==> src/rtl/sram_arbiter.sv <==
// -----------------------------------------------------------------------------
// sram_arbiter
//
// Two-client round-robin arbiter and command sequencer in front of a
// single-port sram_top macro. Each client hands over read or write commands
// on a valid/ready handshake. The arbiter serialises them onto the SRAM pins
// and sends read data back to the client that issued the read, once the
// fixed SRAM read latency has elapsed.
//
// Parameters:
//   WIDTH       data width (matches sram_top)
//   DEPTH       number of SRAM words (matches sram_top)
//   ADDR_WIDTH  word address width
//   RD_LAT      sram_top read latency in cycles, legal range 1..4
//
// Ports:
//   clk, rst                  clock (rising edge), async active-high reset
//   reqN_valid/we/addr/wdata  client N command (we = 1 means write)
//   reqN_ready                client N command accepted when valid && ready
//   rspN_valid                one-cycle read-data strobe to client N
//   rspN_rdata                client N read data, held until its next response
//   sram_wr_req, sram_re_req  registered SRAM strobes, high only in ISSUE
//   sram_addr, sram_din       registered SRAM address / write data
//   sram_dout                 SRAM read data
//   busy                      high whenever the sequencer is not in IDLE
// -----------------------------------------------------------------------------
module sram_arbiter #(
  parameter int WIDTH      = 4,
  parameter int DEPTH      = 32,
  parameter int ADDR_WIDTH = $clog2(DEPTH),
  parameter int RD_LAT     = 1
) (
  input  logic                  clk,
  input  logic                  rst,
  input  logic                  req0_valid,
  input  logic                  req0_we,
  input  logic [ADDR_WIDTH-1:0] req0_addr,
  input  logic [WIDTH-1:0]      req0_wdata,
  output logic                  req0_ready,
  input  logic                  req1_valid,
  input  logic                  req1_we,
  input  logic [ADDR_WIDTH-1:0] req1_addr,
  input  logic [WIDTH-1:0]      req1_wdata,
  output logic                  req1_ready,
  output logic                  rsp0_valid,
  output logic [WIDTH-1:0]      rsp0_rdata,
  output logic                  rsp1_valid,
  output logic [WIDTH-1:0]      rsp1_rdata,
  output logic                  sram_wr_req,
  output logic                  sram_re_req,
  output logic [ADDR_WIDTH-1:0] sram_addr,
  output logic [WIDTH-1:0]      sram_din,
  input  logic [WIDTH-1:0]      sram_dout,
  output logic                  busy
);

  typedef enum logic [1:0] {
    IDLE  = 2'd0,
    ISSUE = 2'd1,
    WAIT  = 2'd2
  } state_t;

  // Three bits are enough for the largest legal latency (4).
  localparam int                CNT_W    = 3;
  localparam logic [CNT_W-1:0]  RD_LAT_C = CNT_W'(RD_LAT);
  localparam logic [CNT_W-1:0]  CNT_ONE  = {{(CNT_W-1){1'b0}}, 1'b1};
  localparam logic [CNT_W-1:0]  CNT_ZERO = {CNT_W{1'b0}};

  state_t                  state_r;
  state_t                  state_s;
  logic                    last_grant_r;
  logic                    grant_s;
  logic                    hs_s;
  logic                    hs_we_s;
  logic [ADDR_WIDTH-1:0]   hs_addr_s;
  logic [WIDTH-1:0]        hs_wdata_s;
  logic                    id_r;
  logic                    we_r;
  logic [CNT_W-1:0]        cnt_r;
  logic                    wait_done_s;

  // Round-robin pick: under contention the client not served last wins.
  always_comb begin
    grant_s = 1'b0;
    if (req0_valid && req1_valid) begin
      grant_s = ~last_grant_r;
    end else if (req1_valid) begin
      grant_s = 1'b1;
    end else begin
      grant_s = 1'b0;
    end
  end

  // Output decode: ready goes only to the granted client, only in IDLE and never in reset.
  always_comb begin
    req0_ready = 1'b0;
    req1_ready = 1'b0;
    if ((state_r == IDLE) && !rst) begin
      req0_ready = req0_valid && !grant_s;
      req1_ready = req1_valid && grant_s;
    end else begin
      req0_ready = 1'b0;
      req1_ready = 1'b0;
    end
    busy = (state_r != IDLE);
  end

  // Handshake detection and selection of the granted client's command fields.
  always_comb begin
    hs_s       = req0_ready || req1_ready;
    hs_we_s    = 1'b0;
    hs_addr_s  = {ADDR_WIDTH{1'b0}};
    hs_wdata_s = {WIDTH{1'b0}};
    if (grant_s) begin
      hs_we_s    = req1_we;
      hs_addr_s  = req1_addr;
      hs_wdata_s = req1_wdata;
    end else begin
      hs_we_s    = req0_we;
      hs_addr_s  = req0_addr;
      hs_wdata_s = req0_wdata;
    end
  end

  // The last WAIT cycle is the one where the counter is down to one.
  always_comb begin
    wait_done_s = 1'b0;
    if ((state_r == WAIT) && (cnt_r == CNT_ONE)) begin
      wait_done_s = 1'b1;
    end else begin
      wait_done_s = 1'b0;
    end
  end

  // State register.
  always_ff @(posedge clk or posedge rst) begin
    if (rst) begin
      state_r <= IDLE;
    end else begin
      state_r <= state_s;
    end
  end

  // Next-state logic.
  always_comb begin
    state_s = state_r;
    case (state_r)
      IDLE: begin
        if (hs_s) begin
          state_s = ISSUE;
        end else begin
          state_s = IDLE;
        end
      end
      ISSUE: begin
        if (we_r) begin
          state_s = IDLE;
        end else begin
          state_s = WAIT;
        end
      end
      WAIT: begin
        if (wait_done_s) begin
          state_s = IDLE;
        end else begin
          state_s = WAIT;
        end
      end
      default: begin
        state_s = IDLE;
      end
    endcase
  end

  // Command capture: the strobes are registered at the handshake edge so they
  // are high for exactly the ISSUE cycle; address/data hold until the next one.
  always_ff @(posedge clk or posedge rst) begin
    if (rst) begin
      last_grant_r <= 1'b1;
      id_r         <= 1'b0;
      we_r         <= 1'b0;
      sram_wr_req  <= 1'b0;
      sram_re_req  <= 1'b0;
      sram_addr    <= {ADDR_WIDTH{1'b0}};
      sram_din     <= {WIDTH{1'b0}};
    end else begin
      sram_wr_req <= hs_s && hs_we_s;
      sram_re_req <= hs_s && !hs_we_s;
      if (hs_s) begin
        last_grant_r <= grant_s;
        id_r         <= grant_s;
        we_r         <= hs_we_s;
        sram_addr    <= hs_addr_s;
        sram_din     <= hs_wdata_s;
      end
    end
  end

  // Read-latency counter: loaded in ISSUE, counts down through WAIT.
  always_ff @(posedge clk or posedge rst) begin
    if (rst) begin
      cnt_r <= CNT_ZERO;
    end else if (state_r == ISSUE) begin
      cnt_r <= RD_LAT_C;
    end else if (state_r == WAIT) begin
      cnt_r <= cnt_r - CNT_ONE;
    end else begin
      cnt_r <= cnt_r;
    end
  end

  // Read return: capture sram_dout on the final WAIT edge for the stored client.
  always_ff @(posedge clk or posedge rst) begin
    if (rst) begin
      rsp0_valid <= 1'b0;
      rsp1_valid <= 1'b0;
      rsp0_rdata <= {WIDTH{1'b0}};
      rsp1_rdata <= {WIDTH{1'b0}};
    end else begin
      rsp0_valid <= wait_done_s && !id_r;
      rsp1_valid <= wait_done_s && id_r;
      if (wait_done_s && !id_r) begin
        rsp0_rdata <= sram_dout;
      end
      if (wait_done_s && id_r) begin
        rsp1_rdata <= sram_dout;
      end
    end
  end

endmodule

==> config.mk <==
export PLATFORM = sky130hd
export DESIGN_NAME = sram_arbiter
export DESIGN_NICKNAME = d
export VERILOG_FILES = /design/src/rtl/sram_arbiter.sv
export SDC_FILE = /design/constraint.sdc
export NUM_CORES = 1
export LEC_CHECK = 0
export ABC_CLOCK_PERIOD_IN_PS = 1900
export CAP_MARGIN = 10
export CORE_MARGIN = 1
export CORE_UTILIZATION = 43
export DETAILED_ROUTE_END_ITERATION = 16
export MAX_ROUTING_LAYER = met4
export PLACE_DENSITY = 0.83
export REMOVE_ABC_BUFFERS = 1
export SYNTH_ARGS = -nofsm -noshare
export SYNTH_HDL_FRONTEND = slang
export SYNTH_SLANG_ARGS = --single-unit
==> constraint.sdc <==
create_clock -name clk -period 1.9 [get_ports clk]
set_input_delay 0.475 -clock clk [delete_from_list [all_inputs] [get_ports clk]]
set_output_delay 0.475 -clock clk [all_outputs]
set_load 0.02 [all_outputs]
==> metrics.txt <==
switching pwr 1.03 mW; FMAX 553 MHz; Max Cap Viol 0; final net count 209; num ports 52; Hold Fails Final Rpt 0; leakage power total 0.977 nW; IO Port Bufs 51; Die Width 58.4 um; H-tree Lvls 2; core region area 0.00303 mm^2; worst min-delay path class in2async; FP Rows 20; Syn Inst Count 103; CP Launch Type flip-flop; aggregate global routing overflow 0; Final GP Congestion 0.825; Least-Margin Pin Slew 0.412 ns; root buf cell clkbuf_4; post-route minimum period 1.81 ns; clk sinks 29; share of cells above drive strength 1 0.331; Filler cells 232; Cell variety after synth 20; Crit Path Max Fanout 3; combinational share of power 0.510; worst setup margin 0.0907 ns; ys flop type dfrtp_1; Finish-stage setup viols 0; Period Utilization, post-route 0.952; proportion of netlist area held by the largest area contributor 0.512; pwr/cell area 1380 mW/mm^2; Critical Path Sink Type output port; Rel. slew slack 0.724; Largest delay share family, worst path flip-flops; worst slack, placed -0.661 ns; Die Footprint 0.00341 mm^2; Buf/Inv on CP 1; n_diodes 0; area of the multi-input gates 613 um^2; Pre-antenna DRT Iters 4; pin count of the biggest net entering global routing 30; initial cell density of the core 0.452; register clock-pin slew on the reported worst setup and hold paths 0.09 ns; Synth area leader dfrtp_1; crit path DAT 1.33 ns; Routed wire per std cell 13.3 um; hold buffers post-CTS 0; Worst Skew 0.00684 ns; RSZ-0062 raised after global routing no; DR DRC count 0; EDFF count, synth 0; dpl hpwl 2190 um; slowest CP cell dfstp_2; clock share of power 0.127; total CTS buffers 5; area delta synth->final 53.7%; Register Area 727 um^2; Post-Place Cells 208; Slew Viols, Final 0; Clk Latency, worst-skew pair 0.32 ns; final hold slack 0.431 ns; Initial DRC Count 10; first-pass GRT wire length 4790 um; internal power 1.87 mW; DRT Wirelength 2920 um; Mapped Area 0.00137 mm^2; syn avg cell area 13.3 um^2; vias in the first global route 1090; DR vias/cell 4.72; status complete, no violations; CP Data Required Time 1.42 ns; antenna-violating nets left 0; Seq/Total Area, Yosys 0.531; CTS max path bufs 2; Die Y 58.4 um; final std cells w/o fill 219; most common cell after layout, fill and taps aside clkdlybuf4s50_1; gr usage total 0.204; Crit path largest cell delay 0.56 ns; Flop pwr share 0.362; most frequent cells in the layout 45 x clkdlybuf4s50_1, 28 x dfrtp_1, 19 x mux2_2, 17 x buf_4; Peak supply drop 0.000666 V; CP Class reg2out; initial antenna violation count 0; vias 1033; fraction of registers with async set/reset 1.00; post-synthesis register bit count 29; Setup TNS 0 ns; ranking of synthesized cells by area dfrtp_1 51%, mux2_2 16%, mux2_4 7.7%, ha_1 5.5%, inv_1 2.5%; Yosys Warn Count 0; Layout Utilization 0.695; CTS tree built; switch share 0.354; worst-path cell chain a21bo_4 > nor2b_1 > buf_4
worst paths after layout:
kind / startpoint / end / slack, ns / cells past startpoint
max: last_grant_r$_DFFE_PP1P_ / req0_ready / 0.09 / 3
min: rst / rsp0_rdata[3]$_DFFE_PP0P_ / 0.43 / 3
max reg2reg: last_grant_r$_DFFE_PP1P_ / sram_addr[2]$_DFFE_PP0P_ / 0.22 / 5
min reg2reg: sram_addr[0]$_DFFE_PP0P_ / sram_addr[0]$_DFFE_PP0P_ / 0.51 / 1
max in group asynchronous: rst / last_grant_r$_DFFE_PP1P_ / 1.16 / 3
min in group clk: sram_addr[0]$_DFFE_PP0P_ / sram_addr[0]$_DFFE_PP0P_ / 0.51 / 1
cells in the mapped netlist (2+ instances only):
master    count
dfrtp_1      28
o21ai_0       6
nand3b_1      2
nor2_1        6
mux2_2       19
inv_1         9
mux2_4        7
nor2b_1       3
mux2i_1       2
ha_1          6
nand2_1       6
stage by stage:
stage	instance area [um^2]	power (mW)
after CTS	2080	2.90
final	2100	2.90
after detailed placement	2010	2.50
after global routing	2100	3.09
after floorplan	1350	1.81
after global placement	2010	2.44
worst reg2reg max path: cells and delay by family, from the launching register on:
kind	cells	cell delay, ns
AO/OA/AOI/OAI	1	0.15
flip-flops	1	0.56
multiplexers	2	0.60
buffers and inverters	2	0.27
flip-flops by register name, indices dropped and copies added, names as in the netlist:
name          cells
we_r              1
id_r              1
cnt_r             3
sram_addr         5
sram_wr_req       1
last_grant_r      1
sram_din          4
state_r           2
rsp1_valid        1
rsp0_valid        1
rsp1_rdata        4
rsp0_rdata        4
sram_re_req       1
area by class of cell:
type                            count  area share
Inverter                            9      0.0161
Sequential cell                    29       0.345
Multi-Input combinational cell     63       0.291
Tap cell                           44      0.0262
Clock buffer                        7      0.0262
Timing Repair Buffer               67       0.295
per-layer routing:
| metal | share of wire | vias up | GRT usage | wire (um) |
|---|---|---|---|---|
| met2 | 0.52 | 44 | 0.345 | 1530 |
| met4 | 0.021 | 0 | 0.102 | 60 |
| met1 | 0.39 | 489 | 0.217 | 1140 |
| met3 | 0.064 | 5 | 0.0615 | 186 |
| met5 | 0 | - | - | 0 |
| li1 | - | 495 | - | - |
timing repair:
action                     in CTS  in global routing
pin swaps                       2                  2
buffers inserted                3                  1
setup endpoints to repair       3                  3
gates cloned                    0                  0
gates resized for setup        21                  4
power groups by stage:
stage | logic [mW] | registers [mW] | clock network, mW
final | 1.48 | 1.05 | 0.369
after global routing | 1.59 | 1.09 | 0.413
after CTS | 1.46 | 1.05 | 0.382
after detailed placement | 1.44 | 1.06 | 0
after global placement | 1.40 | 1.04 | 0
after floorplan | 0.526 | 1.29 | 0
logic make-up after synthesis:
group                    count (synthesis)  share of synthesized area
multiplexers                            28                      0.248
AND/OR/NAND/NOR                         20                     0.0850
flip-flops                              29                      0.531
adder cells (fa/ha/maj)                  6                     0.0548
buffers and inverters                   11                     0.0384
AO/OA/AOI/OAI                            9                     0.0430
Note: power is estimated with default switching activity, not from simulation.
